--- src/rtl/button_debounce_if.sv ---
// Button bus: raw inputs in, debounced level and event strobes out.
// master drives the raw buttons; slave is the debouncer.
interface button_debounce_if #(
   parameter int unsigned NUM_BTNS = 2
);
   logic [NUM_BTNS-1:0] btn_raw;
   logic [NUM_BTNS-1:0] btn_level;
   logic [NUM_BTNS-1:0] btn_press;
   logic [NUM_BTNS-1:0] btn_release;
   logic [NUM_BTNS-1:0] btn_long;

   modport master (
      output btn_raw,
      input  btn_level, btn_press, btn_release, btn_long
   );

   modport slave (
      input  btn_raw,
      output btn_level, btn_press, btn_release, btn_long
   );
endinterface

--- src/rtl/button_debounce.sv ---
// Multi-channel push-button debouncer: 2-FF sync + counter-qualified FSM per channel.
// Optional long-press strobe enabled by defining BUTTON_DEBOUNCE_LONG_PRESS_EN.
module button_debounce #(
   parameter int unsigned NUM_BTNS          = 2,
   parameter int unsigned DEBOUNCE_CYCLES   = 500000,
   parameter int unsigned LONG_PRESS_CYCLES = 50000000
) (
   input  logic               clk,
   input  logic               reset_n,
   button_debounce_if.slave   btn_if
);

   if (NUM_BTNS < 1 || DEBOUNCE_CYCLES < 1 || LONG_PRESS_CYCLES < 1) begin : g_bad_cfg
      $error("button_debounce: NUM_BTNS, DEBOUNCE_CYCLES and LONG_PRESS_CYCLES must be >= 1");
   end

   localparam int unsigned CW = $clog2(DEBOUNCE_CYCLES + 1);
   localparam logic [CW-1:0] CNT_MAX = CW'(DEBOUNCE_CYCLES);
   localparam logic [CW-1:0] CNT_ONE = CW'(1);

   typedef enum logic [1:0] {
      STABLE_LOW,
      CHECK_HIGH,
      STABLE_HIGH,
      CHECK_LOW
   } state_t;

   logic [NUM_BTNS-1:0] r_sync1;
   logic [NUM_BTNS-1:0] r_sync2;
   state_t              r_state [NUM_BTNS];
   logic [CW-1:0]       r_cnt   [NUM_BTNS];
   logic [NUM_BTNS-1:0] r_level;
   logic [NUM_BTNS-1:0] r_press;
   logic [NUM_BTNS-1:0] r_release;

   always_ff @(posedge clk or negedge reset_n) begin
      if (!reset_n) begin
         r_sync1 <= '0;
         r_sync2 <= '0;
      end else begin
         r_sync1 <= btn_if.btn_raw;
         r_sync2 <= r_sync1;
      end
   end

   // Strobes default low every cycle; only a STABLE_* entry raises one.
   always_ff @(posedge clk or negedge reset_n) begin
      if (!reset_n) begin
         for (int unsigned i = 0; i < NUM_BTNS; i++) begin
            r_state[i] <= STABLE_LOW;
            r_cnt[i]   <= '0;
         end
         r_level   <= '0;
         r_press   <= '0;
         r_release <= '0;
      end else begin
         for (int unsigned i = 0; i < NUM_BTNS; i++) begin
            r_press[i]   <= 1'b0;
            r_release[i] <= 1'b0;
            case (r_state[i])
               STABLE_LOW: begin
                  if (r_sync2[i]) begin
                     r_state[i] <= CHECK_HIGH;
                     r_cnt[i]   <= CNT_ONE;
                  end else begin
                     r_cnt[i]   <= '0;
                  end
               end
               CHECK_HIGH: begin
                  if (!r_sync2[i]) begin
                     r_state[i] <= STABLE_LOW;
                     r_cnt[i]   <= '0;
                  end else if (r_cnt[i] == CNT_MAX) begin
                     r_state[i] <= STABLE_HIGH;
                     r_cnt[i]   <= '0;
                     r_level[i] <= 1'b1;
                     r_press[i] <= 1'b1;
                  end else begin
                     r_cnt[i]   <= r_cnt[i] + CNT_ONE;
                  end
               end
               STABLE_HIGH: begin
                  if (!r_sync2[i]) begin
                     r_state[i] <= CHECK_LOW;
                     r_cnt[i]   <= CNT_ONE;
                  end else begin
                     r_cnt[i]   <= '0;
                  end
               end
               CHECK_LOW: begin
                  if (r_sync2[i]) begin
                     r_state[i] <= STABLE_HIGH;
                     r_cnt[i]   <= '0;
                  end else if (r_cnt[i] == CNT_MAX) begin
                     r_state[i]   <= STABLE_LOW;
                     r_cnt[i]     <= '0;
                     r_level[i]   <= 1'b0;
                     r_release[i] <= 1'b1;
                  end else begin
                     r_cnt[i]     <= r_cnt[i] + CNT_ONE;
                  end
               end
               default: begin
                  r_state[i] <= STABLE_LOW;
                  r_cnt[i]   <= '0;
               end
            endcase
         end
      end
   end

   assign btn_if.btn_level   = r_level;
   assign btn_if.btn_press   = r_press;
   assign btn_if.btn_release = r_release;

`ifdef BUTTON_DEBOUNCE_LONG_PRESS_EN
   localparam int unsigned LW = $clog2(LONG_PRESS_CYCLES + 1);
   localparam logic [LW-1:0] HOLD_MAX  = LW'(LONG_PRESS_CYCLES);
   localparam logic [LW-1:0] HOLD_LAST = LW'(LONG_PRESS_CYCLES - 1);
   localparam logic [LW-1:0] HOLD_ONE  = LW'(1);

   logic [LW-1:0]       r_hold [NUM_BTNS];
   logic [NUM_BTNS-1:0] r_long;

   // Pulse is registered off the pre-increment count so it lands exactly
   // LONG_PRESS_CYCLES cycles after btn_press; saturation keeps it single.
   always_ff @(posedge clk or negedge reset_n) begin
      if (!reset_n) begin
         for (int unsigned i = 0; i < NUM_BTNS; i++) begin
            r_hold[i] <= '0;
         end
         r_long <= '0;
      end else begin
         for (int unsigned i = 0; i < NUM_BTNS; i++) begin
            if (!r_level[i]) begin
               r_hold[i] <= '0;
               r_long[i] <= 1'b0;
            end else if (r_hold[i] != HOLD_MAX) begin
               r_hold[i] <= r_hold[i] + HOLD_ONE;
               r_long[i] <= (r_hold[i] == HOLD_LAST);
            end else begin
               r_long[i] <= 1'b0;
            end
         end
      end
   end

   assign btn_if.btn_long = r_long;
`else
   assign btn_if.btn_long = '0;
`endif

endmodule

--- src/flat_wrapper.sv ---
// flat-port wrapper written by rule: the top's interface ports become plain ports
module button_debounce_flat 
#(
   parameter int unsigned NUM_BTNS          = 2,
   parameter int unsigned DEBOUNCE_CYCLES   = 500000,
   parameter int unsigned LONG_PRESS_CYCLES = 50000000
)
  (clk, reset_n, btn_if_btn_raw, btn_if_btn_level, btn_if_btn_press, btn_if_btn_release, btn_if_btn_long);
  button_debounce_if #(.NUM_BTNS(NUM_BTNS)) btn_if_i ();
  input  logic clk;
  input  logic reset_n;
  input wire logic [$bits(btn_if_i.btn_raw)-1:0] btn_if_btn_raw;
  output wire logic [$bits(btn_if_i.btn_level)-1:0] btn_if_btn_level;
  output wire logic [$bits(btn_if_i.btn_press)-1:0] btn_if_btn_press;
  output wire logic [$bits(btn_if_i.btn_release)-1:0] btn_if_btn_release;
  output wire logic [$bits(btn_if_i.btn_long)-1:0] btn_if_btn_long;
  assign btn_if_i.btn_raw = btn_if_btn_raw;
  assign btn_if_btn_level = btn_if_i.btn_level;
  assign btn_if_btn_press = btn_if_i.btn_press;
  assign btn_if_btn_release = btn_if_i.btn_release;
  assign btn_if_btn_long = btn_if_i.btn_long;
  button_debounce #(.NUM_BTNS(NUM_BTNS), .DEBOUNCE_CYCLES(DEBOUNCE_CYCLES), .LONG_PRESS_CYCLES(LONG_PRESS_CYCLES)) u_core (.clk(clk), .reset_n(reset_n), .btn_if(btn_if_i));
endmodule
--- config.mk ---
export PLATFORM = sky130hd
export DESIGN_NAME = button_debounce_flat
export DESIGN_NICKNAME = d
export VERILOG_FILES = /design/src/rtl/button_debounce_if.sv /design/src/rtl/button_debounce.sv /design/src/flat_wrapper.sv
export SDC_FILE = /design/constraint.sdc
export NUM_CORES = 1
export LEC_CHECK = 0
export BUFFER_PORTS_ARGS = -buffer_cell sky130_fd_sc_hd__buf_2
export CORE_MARGIN = 2
export CORE_UTILIZATION = 61
export DETAILED_ROUTE_END_ITERATION = 7
export PLACE_DENSITY = 0.77
export SETUP_SLACK_MARGIN = 0.05
export SYNTH_ARGS = -nofsm -noshare
export SYNTH_HDL_FRONTEND = slang
export SYNTH_SLANG_ARGS = --single-unit
--- constraint.sdc ---
create_clock -name clk -period 2.65 [get_ports clk]
set_clock_uncertainty 0.05 [all_clocks]
set_input_delay 0.265 -clock clk [delete_from_list [all_inputs] [get_ports clk]]
set_output_delay 0.265 -clock clk [all_outputs]
set_load 0.02 [all_outputs]
==> metrics.yaml, run 1 <==
status: "finished clean"
syn_area_per_cell_um2: 10.16
initialDrtViolationCount: 124
drc: 0
finalMaxSlewViolations: 0
synth-seq-cells: 52
regToRegSetupSlack_ns: 0.66
vias_per_cell: 5.794
synth_most_common_cell: "dfrtp_1"
cp-end-kind: "register"
tightest_slew_ns: 0.6853
required_ns: 2.78
place_hpwl_um: 3284
area_delta_synth_final_pct: 9.535
cts_tree: "done"
timing.final.crit_period_ns: 1.991
synth_compound_area_share_pct: 6.708
first_global_vias: 1813
antenna_found_initial: 0
critPathTopFamily: "simple AND/OR/NAND/NOR gates"
critPathLaunch: "u_core.r_cnt[7]"
synthSimpleGateAreaFrac_pct: 26.78
clock.fmax_mhz: 502.2
r2r_start: "u_core.r_cnt[7]"
postSynthCellCount: 257
numPortBuffers: 9
wl_per_cell_um: 14.42
synth_xor_area_share_pct: 8.721
async_reset_ff_share_pct: 100.0
synth_top_area_cell: "dfrtp_1"
hold_depth: 1
cts_root_buf: "clkbuf_8"
yosys-top-cells-area: "dfrtp_1, nor2_1, xnor2_1, xor2_1, nand3_1"
rows: 23
cts_buffer_depth: 2
die_w_um: 69.43
yosys_warnings: 0
cpMaxStageDelayCell: "or4b_4"
ff2ff_path_depth: 4
cp-start-kind: "register"
cts_resized: 0
cts_sinks: 52
synth_top_family_by_area: "simple AND/OR/NAND/NOR gates"
final_layout_size_suffix_gt1_share_pct: 9.963
whs_endpoint: "u_core.r_sync1[1]"
rsz0062_at_grt: "no"
io_pins: 12
ys.flop_type: "dfrtp_1"
detail-route-antenna-nets: 0
clk_pin_slew_ns: 0.09
ys_types: 46
synthTopCellsByCount: "dfrtp_1, nor2_1, nand3_1"
fin_crit_sh_pct: 75.14
grt_pass1_wl_um: 8142
htree_levels: 2
slowest_delay_ns: 0.57
gp_congestion: 0.7949
crit_arrival_ns: 2.12
slew-limit-headroom_pct: 54.31
drt_first_pass_iters: 4
start_util_pct: 64.35
fin_nets: 278
synth.area.mux_share_pct: 1.581
fp.dieArea_um2: 4820
drt-total-wl_um: 4628
finalHoldViolCount: 0
setup_viol: 0
setup_tns_ns: 0
hold_path.startpoint: "btn_if_btn_raw[1]"
syn-cell-area_um2: 2611
vdd_drop_max_mv: 0.3855
crit_fanout: 7
grt_util_all_layers_pct: 20.87
hold_class: "in -> reg"
n_antenna_cell: 0
synth-edff-count: 0
grt_remaining_overflow: 0
synth_adder_area_share_pct: 1.917
power_density_nw_per_um2: 552.9
cts_buffers: 5
crit_type: "reg -> reg"
core_um2: 4058
path_cells: "or4b_4 > nor4_4 > and4_4 > mux2_1"
yosysTopAreaCellShare_pct: 49.83
insertion_delay_ns: 0.30
die_h_um: 69.43
vias: 1860
yosysSeqAreaShare_pct: 49.83
grt_max_degree: 27
post-route-util_pct: 70.49
power_leakage_uw: 0.001170
path_buf_inv: 0
maxCapViolCount: 0
## worst max path at each step
stage                       endpoint  slack, ns  cells after the start
finish                      register       0.66                      4
global route        u_core.r_cnt[28]       0.53                      4
CTS                  u_core.r_cnt[5]       0.65                      5
detailed placement   u_core.r_cnt[5]       0.66                      5
global placement    u_core.r_cnt[13]       0.69                      5
floorplan                   register       0.76                      4
## worst register-to-register path, cell delays in order (launching register included)
cell and delay, ns:
dfrtp_1 0.46, or4b_4 0.57, nor4_4 0.20, and4_4 0.28
mux2_1 0.32
## state kept, by name (all words and copies together), names as in the netlist, named ones only
name,flops
u_core.btn_if.btn_level,2
u_core.r_state,2
u_core.btn_if.btn_press,2
u_core.r_sync2,2
u_core.r_cnt,38
u_core.r_sync1,2
u_core.btn_if.btn_release,2
## where the power goes
part           switching (uW)  internal, uW  leakage (uW)  total (uW)
registers                9.67           801      0.000708         811
logic                    36.8          15.7      0.000384        52.5
clock network             246           472     0.0000784         718
## through the flow
stage	hold slack [ns]	cells	area [um^2]	setup slack, ns	power, uW
floorplan	-0.08059	258	2615	0.7551	855.9
global placement	0.2365	311	2681	0.6944	877.3
detailed placement	0.2373	311	2681	0.6591	878.6
CTS	0.007132	320	2850	0.6492	1604
global route	0.01879	321	2860	0.5350	1641
finish	0.02711	321	2860	0.6589	1581
## cell usage in the layout, fill, tap and decap left out, drive strengths merged, types with 4 or more instances in the layout
| master | count |
|---|---|
| nand2 | 10 |
| ha | 4 |
| nand4 | 13 |
| xnor2 | 14 |
| clkbuf | 5 |
| and4 | 7 |
| and3 | 5 |
| nor3 | 7 |
| nor4 | 8 |
| or3 | 5 |
| dfrtp | 52 |
| xor2 | 12 |
| inv | 13 |
| a21oi | 9 |
| nor2 | 37 |
| buf | 12 |
| nand3 | 15 |
| o21ai | 6 |
## cells by family after synthesis
| family | count (synthesis) |
|---|---|
| fa+ha+maj | 4 |
| compound gates | 27 |
| flops | 52 |
| simple gates | 121 |
| mux | 4 |
| xor+xnor | 26 |
| buf+inv | 22 |
| other cells | 1 |
## layer usage
layer	vias to the layer above	global-route usage, %	share of wire [%]
li1	931	-	-
met1	906	29.77	52
met2	21	32.59	44
met3	2	4.360	2.6
met4	0	5.664	0.65
met5	-	0	0
## final cells by class
class,count,area (um^2)
well taps,50,62.56
flip-flops and latches,52,1301
clock buffers,5,68.82
repair buffers,14,87.58
inverters,13,48.80
fillers,310,1197
multi-input cells,184,1201
clock inverters,3,90.09
## what timing repair did
| item | 4_1_cts | 5_1_grt |
|---|---|---|
| setup buffers | 0 | 0 |
| hold buffers | 1 | 1 |
| setup endpoints to repair | 0 | 0 |
| hold endpoints to repair | 24 | 1 |
Note: power is estimated with default switching activity, not from simulation.
==> inputs of run 2 (changes only) <==
--- a/config.mk
+++ b/config.mk
@@ -7,9 +7,9 @@
 export LEC_CHECK = 0
 export BUFFER_PORTS_ARGS = -buffer_cell sky130_fd_sc_hd__buf_2
 export CORE_MARGIN = 2
-export CORE_UTILIZATION = 61
+export CORE_UTILIZATION = 55
 export DETAILED_ROUTE_END_ITERATION = 7
-export PLACE_DENSITY = 0.77
+export PLACE_DENSITY = 0.73
 export SETUP_SLACK_MARGIN = 0.05
 export SYNTH_ARGS = -nofsm -noshare
 export SYNTH_HDL_FRONTEND = slang
==> constraint.sdc (replaced) <==
create_clock -name clk -period 1.7 [get_ports clk]
set_clock_uncertainty 0.05 [all_clocks]
set_input_delay 0.17 -clock clk [delete_from_list [all_inputs] [get_ports clk]]
set_output_delay 0.17 -clock clk [all_outputs]
set_load 0.02 [all_outputs]
==> run 2 against run 1 <==
Compared with the run above:
- the flow now finishes with violations (setup timing)
- die area increased by 10%
- via count increased by 18%
- routed wire length increased by 43%
- flip-flop and latch count unchanged
- clock-buffer cell count unchanged
- non-clock buffer count increased by 48
- register-to-register slack got worse by 0.85 ns
- combinational power increased to 2.7 times the previous value
- sequential power increased by 55%
- sequential share of layout area decreased by 8.7 points
- cell area increased by 24%
- total power increased by 46%
==> metrics.yaml, run 2 (same netlist as run 1, synthesis figures left out) <==
slew-limit-headroom_pct: 62.45  # was 54.31%
gp_congestion: 0.8366  # was 0.7949
vias: 2195  # was 1,860
place_hpwl_um: 3651  # was 3284 um
grt_remaining_overflow: 0  # unchanged
required_ns: 1.86  # was 2.78 ns
io_pins: 12  # unchanged
fin_cells: 373  # was 321
r2r_start: "u_core.r_cnt[16]"  # was u_core.r_cnt[7]
insertion_delay_ns: 0.32  # was 0.30 ns
die_h_um: 72.91  # was 69.43 um
first_global_vias: 2053  # was 1,813
grt_util_all_layers_pct: 22.76  # was 20.87%
final_layout_size_suffix_gt1_share_pct: 39.18  # was 9.963%
violations: "setup timing"
cts_tree: "done"  # unchanged
cts_sinks: 52  # unchanged
area_delta_synth_final_pct: 35.84  # was 9.535%
cts_buffer_depth: 2  # unchanged
drc: 0  # unchanged
placed_cells: 347  # was 311
clk_pin_slew_ns: 0.11  # was 0.09 ns
cts_root_buf: "clkbuf_8"  # unchanged
timing.final.crit_period_ns: 1.886  # was 1.991 ns
final_area_um2: 3547  # was 2860 um^2
crit_fanout: 5  # was 7
die_w_um: 72.91  # was 69.43 um
cp-end-kind: "register"  # unchanged
start_util_pct: 56.03  # was 64.35%
htree_levels: 2  # unchanged
placed_cell_area_um2: 2975  # was 2681 um^2
top_register: "u_core.r_cnt"  # unchanged
core_um2: 4661  # was 4058 um^2
post-route-util_pct: 76.11  # was 70.49%
rows: 25  # was 23
regToRegSetupSlack_ns: -0.19  # was 0.66 ns
status: "finished, violations left"  # was finished clean
hold_class: "in -> async"  # was in -> reg
layout_common_cells: "dfrtp_1, buf_4, nor2_1, xnor2_1, inv_1"  # was dfrtp_1, nor2_1, nand3_1, xnor2_1, inv_1
antenna_found_initial: 0  # unchanged
cts_buffers: 5  # unchanged
cp-start-kind: "register"  # unchanged
maxCapViolCount: 0  # unchanged
setup_viol: 24  # was 0
fin_nets: 326  # was 278
crit_arrival_ns: 2.05  # was 2.12 ns
power_density_nw_per_um2: 650.0  # was 552.9 nW/um^2
vdd_drop_max_mv: 0.5101  # was 0.3855 mV
rsz0062_at_grt: "yes"  # was no
fp.dieArea_um2: 5315  # was 4820 um^2
finalHoldViolCount: 0  # unchanged
power_leakage_uw: 0.001457  # was 0.001170 uW
tightest_slew_ns: 0.5582  # was 0.6853 ns
vias_per_cell: 5.885  # was 5.794
clock.fmax_mhz: 530.1  # was 502.2 MHz
grt_pass1_wl_um: 9459  # was 8142 um
finalMaxSlewViolations: 0  # unchanged
wl_per_cell_um: 17.79  # was 14.42 um
drt-total-wl_um: 6636  # was 4628 um
drt_first_pass_iters: 4  # unchanged
ff2ff_path_depth: 4  # unchanged
fin_crit_sh_pct: 111.0  # was 75.14%
final_common_cell: "dfrtp_1"  # unchanged
numPortBuffers: 9  # unchanged
detail-route-antenna-nets: 0  # unchanged
initialDrtViolationCount: 120  # was 124
n_antenna_cell: 0  # unchanged
grt_max_degree: 53  # was 27
largest_reg_flops: 38  # unchanged
crit_type: "reg -> reg"  # unchanged
setup_ws_ns: -0.1864  # was 0.6589 ns
run 2: critical path, cell delays in order (launching register included):
cell and delay (ns):
dfrtp_1 0.42, nand3_1 0.20, nor4_1 0.48, and4_4 0.34, mux2_4 0.29
run 2: worst max-delay path by stage:
| stage | startpoint | to | slack (ns) | depth (start not counted) |
|---|---|---|---|---|
| CTS | u_core.r_cnt[6] | register | -0.16 | 4 |
| global route | u_core.r_cnt[16] | register | -0.30 | 4 |
| floorplan | u_core.r_cnt[7] | register | -0.19 | 4 |
| detailed placement | u_core.r_cnt[7] | register | -0.17 | 4 |
| finish | u_core.r_cnt[16] | register | -0.19 | 4 |
| global placement | u_core.r_cnt[7] | register | -0.13 | 4 |
run 2: area by class of cell:
cell class                      count  area (um^2)
Fill cell                         292         1114
Clock inverter                      3        46.29
Multi-Input combinational cell    184         1480
Tap cell                           54        67.56
Sequential cell                    52         1305
Inverter                           13        48.80
Clock buffer                        5        68.82
Timing Repair Buffer               62        530.5
run 2: layer usage:
layer,GRT usage [%],part of all wire (%)
met5,0,0
met4,6.790,2.6
met3,4.144,2.6
met2,35.15,50
met1,32.80,44
run 2: repair_timing:
item / CTS / global route
gates cloned: 0 / 3
pin swaps: 3 / 23
hold buffers: 3 / 0
hold endpoints to repair: 54 / 0
setup buffers: 3 / 10
setup endpoints to repair: 33 / 46
resized for setup: 11 / 60
run 2: power by group:
part	internal [uW]	total [uW]	switching [uW]
combinational	57.3	142	84.4
clock	447	900	453
sequential	1250	1260	14.2
run 2: stage by stage:
stage                     hold slack, ns  setup WS (ns)  TNS [ns]  total power (uW)
after global routing              0.3243        -0.3009    -4.971              2370
after CTS                         0.3209        -0.1604    -1.160              2272
after global placement            0.1326        -0.1311   -0.1888              1385
after detailed placement          0.1340        -0.1727   -0.9015              1387
final                             0.3067        -0.1864    -3.138              2305
after floorplan                  -0.1756        -0.1944    -1.152              1336
